==> config.mk <==
export PLATFORM = sky130hd
export DESIGN_NAME = uart_frame_parser
export DESIGN_NICKNAME = d
export VERILOG_FILES = /design/src/rtl/uart_pkg.sv /design/src/rtl/uart_byte_timer.sv /design/src/rtl/uart_frame_parser.sv
export SDC_FILE = /design/constraint.sdc
export NUM_CORES = 1
export LEC_CHECK = 0
export CELL_PAD_IN_SITES_DETAIL_PLACEMENT = 1
export CELL_PAD_IN_SITES_GLOBAL_PLACEMENT = 2
export CORE_AREA = 2 2 99 101
export DETAILED_ROUTE_END_ITERATION = 10
export DIE_AREA = 0 0 101 103
export GPL_ROUTABILITY_DRIVEN = 1
export PLACE_DENSITY_LB_ADDON = 0.1
export REMOVE_ABC_BUFFERS = 1
export SLEW_MARGIN = 10
export SYNTH_ARGS = -nofsm -noshare
export SYNTH_HDL_FRONTEND = slang
export SYNTH_HIERARCHICAL = 1
export SYNTH_SLANG_ARGS = --single-unit
==> constraint.sdc <==
create_clock -name clk -period 4.4 [get_ports clk]
set_input_delay 0.88 -clock clk [delete_from_list [all_inputs] [get_ports clk]]
set_output_delay 0.88 -clock clk [all_outputs]
set_load 0.005 [all_outputs]
==> src/rtl/uart_pkg.sv <==
// Shared types and constants for the UART command-frame parser.
package uart_pkg;

  typedef enum logic [2:0] {
    HUNT,
    CMD,
    LEN,
    PAYLOAD,
    CHECK
  } parser_state_t;

  typedef enum logic [1:0] {
    ERR_NONE,
    ERR_LEN,
    ERR_CHK,
    ERR_TIMEOUT
  } frame_err_t;

  localparam logic [7:0] DEF_SYNC_BYTE = 8'hA5;

endpackage

==> src/rtl/uart_byte_timer.sv <==
// Inter-byte idle timer: counts idle clocks while enabled, pulses expire on the
// cycle the count sits at TIMEOUT_CLKS-1 with no clear pending.
module uart_byte_timer #(
  parameter  int TIMEOUT_CLKS = 21700,
  localparam int CW           = $clog2(TIMEOUT_CLKS) + 1
) (
  input  logic clk,
  input  logic rst,
  input  logic clear,
  input  logic enable,
  output logic expire
);

  localparam logic [CW-1:0] LAST = CW'(TIMEOUT_CLKS - 1);

  logic [CW-1:0] cnt_q, cnt_d;

  // A clear on the expiry cycle wins, so a late byte is never aborted.
  always_comb begin
    cnt_d  = cnt_q;
    expire = 1'b0;
    if (clear || !enable) begin
      cnt_d = '0;
    end else if (cnt_q == LAST) begin
      expire = 1'b1;
      cnt_d  = '0;
    end else begin
      cnt_d = cnt_q + 1'b1;
    end
  end

  always_ff @(posedge clk or posedge rst) begin
    if (rst) cnt_q <= '0;
    else     cnt_q <= cnt_d;
  end

endmodule

==> src/rtl/uart_frame_parser.sv <==
// Extracts SYNC/CMD/LEN/PAYLOAD/CHK frames from the UART byte stream, streams
// payload bytes and flags each frame good or bad; all outputs registered.
module uart_frame_parser
  import uart_pkg::*;
#(
  parameter  logic [7:0] SYNC_BYTE    = DEF_SYNC_BYTE,
  parameter  int         MAX_LEN      = 16,
  parameter  int         TIMEOUT_CLKS = 21700,
  localparam int         IDX_W        = (MAX_LEN > 1) ? $clog2(MAX_LEN) : 1
) (
  input  logic             clk,
  input  logic             rst,
  input  logic             i_rx_dv,
  input  logic [7:0]       i_rx_byte,
  output logic [7:0]       o_cmd,
  output logic [7:0]       o_len,
  output logic             o_data_valid,
  output logic [7:0]       o_data_byte,
  output logic [IDX_W-1:0] o_data_idx,
  output logic             o_frame_ok,
  output logic             o_frame_err,
  output logic [1:0]       o_err_code
);

  localparam logic [7:0] MAX_LEN_B = 8'(MAX_LEN);

  parser_state_t    state_q, state_d;
  logic [7:0]       chk_q, chk_d;
  logic [7:0]       cmd_q, cmd_d;
  logic [7:0]       len_q, len_d;
  logic [IDX_W-1:0] idx_q, idx_d;
  logic             data_valid_q, data_valid_d;
  logic [7:0]       data_byte_q, data_byte_d;
  logic [IDX_W-1:0] data_idx_q, data_idx_d;
  logic             frame_ok_q, frame_ok_d;
  logic             frame_err_q, frame_err_d;
  frame_err_t       err_code_q, err_code_d;

  logic tmr_expire;
  logic len_too_long;
  logic last_payload;

  uart_byte_timer #(.TIMEOUT_CLKS(TIMEOUT_CLKS)) u_timer (
    .clk    (clk),
    .rst    (rst),
    .clear  (i_rx_dv),
    .enable (state_q != HUNT),
    .expire (tmr_expire)
  );

  assign len_too_long = i_rx_byte > MAX_LEN_B;
  assign last_payload = 8'(idx_q) == (len_q - 8'd1);

  always_ff @(posedge clk or posedge rst) begin
    if (rst) state_q <= HUNT;
    else     state_q <= state_d;
  end

  always_comb begin
    state_d = state_q;
    if (i_rx_dv) begin
      unique case (state_q)
        HUNT:    if (i_rx_byte == SYNC_BYTE) state_d = CMD;
        CMD:     state_d = LEN;
        LEN:     state_d = len_too_long      ? HUNT :
                           (i_rx_byte == '0) ? CHECK : PAYLOAD;
        PAYLOAD: if (last_payload) state_d = CHECK;
        CHECK:   state_d = HUNT;
        default: state_d = HUNT;
      endcase
    end else if (tmr_expire) begin
      state_d = HUNT;
    end
  end

  always_comb begin
    chk_d        = chk_q;
    cmd_d        = cmd_q;
    len_d        = len_q;
    idx_d        = idx_q;
    data_valid_d = 1'b0;
    data_byte_d  = data_byte_q;
    data_idx_d   = data_idx_q;
    frame_ok_d   = 1'b0;
    frame_err_d  = 1'b0;
    err_code_d   = err_code_q;
    if (i_rx_dv) begin
      unique case (state_q)
        HUNT: if (i_rx_byte == SYNC_BYTE) begin
          chk_d = '0;
          idx_d = '0;
        end
        CMD: begin
          cmd_d = i_rx_byte;
          chk_d = i_rx_byte;
        end
        LEN: begin
          len_d = i_rx_byte;
          chk_d = chk_q ^ i_rx_byte;
          idx_d = '0;
          if (len_too_long) begin
            frame_err_d = 1'b1;
            err_code_d  = ERR_LEN;
          end
        end
        PAYLOAD: begin
          data_valid_d = 1'b1;
          data_byte_d  = i_rx_byte;
          data_idx_d   = idx_q;
          chk_d        = chk_q ^ i_rx_byte;
          idx_d        = idx_q + 1'b1;
        end
        CHECK: begin
          if (i_rx_byte == chk_q) begin
            frame_ok_d = 1'b1;
            err_code_d = ERR_NONE;
          end else begin
            frame_err_d = 1'b1;
            err_code_d  = ERR_CHK;
          end
        end
        default: ;
      endcase
    end else if (tmr_expire) begin
      frame_err_d = 1'b1;
      err_code_d  = ERR_TIMEOUT;
    end
  end

  always_ff @(posedge clk or posedge rst) begin
    if (rst) begin
      chk_q        <= '0;
      cmd_q        <= '0;
      len_q        <= '0;
      idx_q        <= '0;
      data_valid_q <= 1'b0;
      data_byte_q  <= '0;
      data_idx_q   <= '0;
      frame_ok_q   <= 1'b0;
      frame_err_q  <= 1'b0;
      err_code_q   <= ERR_NONE;
    end else begin
      chk_q        <= chk_d;
      cmd_q        <= cmd_d;
      len_q        <= len_d;
      idx_q        <= idx_d;
      data_valid_q <= data_valid_d;
      data_byte_q  <= data_byte_d;
      data_idx_q   <= data_idx_d;
      frame_ok_q   <= frame_ok_d;
      frame_err_q  <= frame_err_d;
      err_code_q   <= err_code_d;
    end
  end

  assign o_cmd        = cmd_q;
  assign o_len        = len_q;
  assign o_data_valid = data_valid_q;
  assign o_data_byte  = data_byte_q;
  assign o_data_idx   = data_idx_q;
  assign o_frame_ok   = frame_ok_q;
  assign o_frame_err  = frame_err_q;
  assign o_err_code   = err_code_q;

endmodule
Yosys cells after proc, flatten, opt, wreduce, memory -nomap -nowiden

Index checks and enable logic that the tools add are counted.

Register bits after elaboration: 64
Input port bits: 11
Output and inout bits: 33
Logic and storage cells: 76

Add/subtract/negate cells: 3
$lt $le $gt $ge: 1
Eq/ne operators: 13
Multiplexer cells: 30
Bitwise logic cells: 1
Reduce and logical (&&, ||, !) cells: 16

Operators by type and width:

| cell                                               | count |
|---|---|
| 2-to-1 mux 16 bit                                  | 2 |
| one-hot mux 8 bit (3 select lines)                 | 1 |
| 2-to-1 mux 3 bit                                   | 6 |
| adder 16 x 1 -> 16 bit, second input constant      | 1 |
| == test 16 x 15 -> 1 bit, second input constant    | 1 |
| one-hot mux 3 bit (4 select lines)                 | 1 |
| one-hot mux 4 bit (3 select lines)                 | 1 |
| AND reduction 3 bit                                | 4 |
| 2-to-1 mux 1 bit                                   | 11 |
| != test 3 bit, second input constant               | 3 |
| nonzero test 3 bit                                 | 3 |
| == test 4 x 8 -> 1 bit                             | 1 |
| == test 8 bit                                      | 1 |
| == test 8 bit, second input constant               | 1 |
| > comparator 8 x 5 -> 1 bit, second input constant | 1 |
| logical NOT 8 bit                                  | 1 |
| 2-to-1 mux 2 bit                                   | 4 |
| 2-to-1 mux 8 bit                                   | 1 |
| subtractor 8 x 1 -> 8 bit, second input constant   | 1 |
| XOR 8 bit                                          | 1 |
| == test 3 x 2 -> 1 bit, second input constant      | 2 |
| AND reduction 2 bit                                | 3 |
| adder 4 x 1 -> 4 bit, second input constant        | 1 |
| 2-to-1 mux 4 bit                                   | 1 |
| 11 further kinds                                   | 11 |

Longest topological paths before layout

Depth in word-level cells: 6
Mapped depth: 8
Depth with buffers taken out: 8

Cells and area by module

Netlist, hierarchy kept.

By module, submodules not included:

| module            | times used | cells each | area an instance (µm²) | seq. area each (µm²) |
|---|---|---|---|---|
| uart_frame_parser | 1          | 265        | 2,518.7                | 1,201.2 |
| uart_byte_timer   | 1          | 84         | 860.8                  | 400.4 |

Worst setup path before layout

No wires, ideal clock.

Path kind: input to register
From: in i_rx_byte[0]
To: reg state_q[0]
Library setup time: 0.082 ns
Arrival: 2.090 ns
Data required time: 4.318 ns
Slack: 2.228 ns
Cell stages on the path: 6
Path buffers: 1
Cell sequence: buf_2 -> nor4_2 -> xnor2_1 -> nand2_1 -> a2111o_1 -> o211ai_2

Longest elaborated chain between the ends: 5
Elaborated cells on any way between the ends: 9
Those cells by class: order compare: 1; eq/ne: 2; mux: 4; reduce/logical: 2

Ends and longest elaborated chain:

| what                                                                | line                    | text |
|---|---|---|
| start: declaration                                                  | uart_frame_parser.sv:14 | `input logic [7:0] i_rx_byte,` |
| branches (longest 5 deep; another with > comparator 8 x 5 -> 1 bit) | --                      |  |
| end signal: assignment                                              | uart_frame_parser.sv:56 | `else state_q <= state_d;` |
| end: declaration                                                    | uart_frame_parser.sv:27 | `parser_state_t state_q, state_d;` |

Parallel ways; which one is timed is not known.
A chain may end at the register's enable or synchronous reset.

Worst setup path after layout

From: in i_rx_dv
To: reg len_q[7], in the netlist o_len[7]

Longest elaborated chain between the ends: 1

Ends and longest elaborated chain:

| what                          | line                     | text |
|---|---|---|
| start: declaration            | uart_frame_parser.sv:13  | `input logic i_rx_dv,` |
| AND reduction 2 bit (no line) | --                       |  |
| end signal: assignment        | uart_frame_parser.sv:145 | `len_q <= len_d;` |
| end: declaration              | uart_frame_parser.sv:30  | `logic [7:0] len_q, len_d;` |

No other way between the ends.

==> flow_summary.ini <==
[run_status]
status = finished, final reports clean

[pwr]
peakVddDrop_uv = 164
totalPowerFinal_mw = 2.49
power.density_mw_per_mm2 = 610
p_leak_nw = 1.71

[clocking]
cts.root.buffer_cell = clkbuf_8
cts_tree = yes
insertion_delay_ns = 0.34
clockBufferDepth = 2
cts.sinks = 64
cts_made_buffers = 9
cts_hold_buf = 0
ctsResizeCount = 0
post_cts_buffers = 0
clk_pin_slew_ns = 0.08
htree_levels = 3

[yosys]
synth-compound-area-share_pct = 9.70
yosysSeqAreaShare_pct = 47.4
synth_cells = 349
synth-simple-area-share_pct = 23.7
synth_top_family_by_area = simple AND/OR/NAND/NOR gates
syn_area_per_cell_sq_um = 9.68
synth.distinct_cells = 51
ys_ff_latch = 64
netlist_area_sq_mm = 0.00338
synth_warnings = 6
synth_xor_area_share_pct = 7.26
synth_mux_area_share_pct = 5.89
synth_adder_area_share_pct = 1.11

[global_routing]
grt_max_degree = 38
grt_pass1_wl_mm = 14.2
antenna_found_initial = 0
grt_pass1_vias = 2688
grt.overflow.total = 0
grt_usage_pct = 17.7

[routing]
via_per_inst = 5.29
drt_iter0_markers = 128
wl_per_cell_um = 17.3
drc_errors = 0
wirelength_mm = 8.74
vias = 2670
dr.pass1.iters = 6
drtAntennaViolNets = 0

[die]
io_pins = 44
chipHeight_um = 103
die_x_um = 101
coreArea_sq_mm = 0.00946
initial_core_util_pct = 35.7
num_rows = 36
die-area_sq_mm = 0.0104

[finish]
drive_above_1_share_pct = 12.0
synthToLayoutAreaGrowth_pct = 20.7
nets = 400
diodes = 0
n_fill_cell = 1080
fin_area_sq_mm = 0.00408

[worst_setup_path]
startpoint = i_rx_dv
reg2reg_from = u_timer/cnt_q[0]
worst_setup_path_start_kind = primary input
cp-end-kind = flop
critical_path_arrival_ns = 3.06
worstPathCellList = clkdlybuf4s50_1, and2b_1, nand2_1, nor2_1, mux2_2
critPathKind = primary input to flop
cpPeakStageDelay_ns = 0.83
cp_slowest_cell = clkdlybuf4s50_1
path_delay_family = simple AND/OR/NAND/NOR gates
critPathBufInv = 1
critPathMaxFanout = 15
crit_required_ns = 4.63

[placement]
placed_area_sq_mm = 0.00386
dpl.hpwl_mm = 6.14
gp_routability_congestion = 0.773
port_buffers = 43

[hold_path]
min_path_type = flop to flop
min_from = o_data_idx[0]

[sta]
period_needed_ns = 2.84
setup_viol = 0
slew_headroom_pct = 46.2
clock.fmax_mhz = 353
fin_crit_sh_pct = 64.4
drv_slew = 0
clock_skew_ns = 0.00876
grt_setup_unrepaired = false
worstMarginPinSlew_ns = 0.805
hold_violations = 0
tns_ns = 0

[job]
drv_cap = 0
==> stage by stage <==
stage | worst slack [ns] | hold WS [ns] | utilization (%) | instances
finish | 1.56 | 0.479 | 43.1 | 505
global route | 1.39 | 0.504 | 43.1 | 505
CTS | 1.57 | 0.488 | 43.1 | 505
detailed placement | 1.20 | 0.467 | 40.8 | 489
global placement | 1.31 | 0.459 | 40.8 | 489
floorplan | 2.24 | 0.455 | - | 329
==> registers in the layout, summed over array words and instances (netlist names) <==
register	flops
o_data_byte	8
state_q	3
idx_q	4
o_len	8
chk_q	8
o_data_valid	1
o_err_code	2
o_frame_err	1
u_timer/cnt_q	16
o_frame_ok	1
o_cmd	8
o_data_idx	4
==> power by group <==
group | switching, mW | internal (mW) | leakage (nW) | total, mW
Sequential | 0.184 | 0.784 | 0.821 | 0.968
Clock | 0.244 | 0.322 | 0.107 | 0.566
Combinational | 0.433 | 0.522 | 0.784 | 0.955
Total | 0.860 | 1.63 | 1.71 | 2.49
==> cells in the final DEF (no fill, tap or decap), types with 9 or more instances in the layout <==
cell / count
mux2_2: 15
clkdlybuf4s50_1: 43
clkbuf_8: 9
nand2_1: 65
xor2_1: 11
dfrtp_1: 64
nor3_1: 10
xnor2_1: 17
inv_1: 13
nor2_1: 32
o21ai_0: 12
==> cells in the mapped netlist (all sizes together) <==
master / number / area share, %
or3: 1 / 0.33
o21a: 1 / 0.22
nor2b: 6 / 1.1
a221o: 1 / 0.30
and4bb: 1 / 0.37
a311oi: 1 / 0.26
a211oi: 1 / 0.22
nand2: 65 / 7.2
and3: 1 / 0.19
nand4: 7 / 1.7
nor2: 32 / 3.6
a21oi: 7 / 1.0
a41oi: 2 / 0.74
mux2: 15 / 5.0
and4: 2 / 0.52
and2b: 1 / 0.22
xnor2: 17 / 4.4
o21ai: 19 / 2.8
dfrtp: 64 / 47
nand3: 8 / 1.2
nor3b: 2 / 0.44
o211ai: 2 / 0.59
a22oi: 1 / 0.22
xor2: 11 / 2.9
inv: 14 / 1.6
and4b: 1 / 0.30
o311ai: 1 / 0.26
clkbuf: 3 / 0.33
a22o: 6 / 1.6
nand3b: 1 / 0.33
buf: 17 / 3.1
nand2b: 3 / 0.63
mux2i: 3 / 0.89
nor4: 9 / 3.0
o22ai: 5 / 0.93
nor4b: 2 / 0.52
a2111o: 1 / 0.33
a21o: 1 / 0.22
nor3: 11 / 2.0
ha: 3 / 1.1
==> per-layer routing <==
metal	part of all wire (%)	global-route usage, %	wire length, um	vias up
li1	-	-	-	1268
met1	49	24.2	4260	1357
met2	48	28.9	4160	38
met3	2.5	2.92	220	7
met4	1.2	5.93	102	0
met5	0	0	0	-
==> cell families after synthesis <==
family	count (synthesis)
compound gates	49
xor+xnor	28
fa+ha+maj	3
buf+inv	34
flops	64
mux	18
simple gates	153
==> worst min-delay path: stages, from the launching register on <==
cell and delay [ns]:
dfrtp_1 0.35, nand2_1 0.05, nand2_1 0.05
==> final timing paths <==
check / to / slack (ns) / depth (start not counted)
hold / removal: o_data_idx[0] / 0.48 / 2
setup / recovery: o_len[7] / 1.56 / 5
hold reg to reg: o_data_idx[0] / 0.48 / 2
setup reg to reg: state_q[0] / 2.04 / 8
max in group asynchronous: o_frame_ok / 2.67 / 3
min in group asynchronous: u_timer/cnt_q[6] / 0.96 / 2
==> layout make-up <==
class                   instances  area (sq um)  area share, %
clock buffers                  10           128           3.13
clock inverters                 6          93.8           2.30
inverters                      14          52.6           1.29
multi-input cells             251          1610           39.4
flip-flops and latches         64          1600           39.3
well taps                     114           143           3.50
repair buffers                 46           453           11.1
Power figures use the tool's default switching activity.
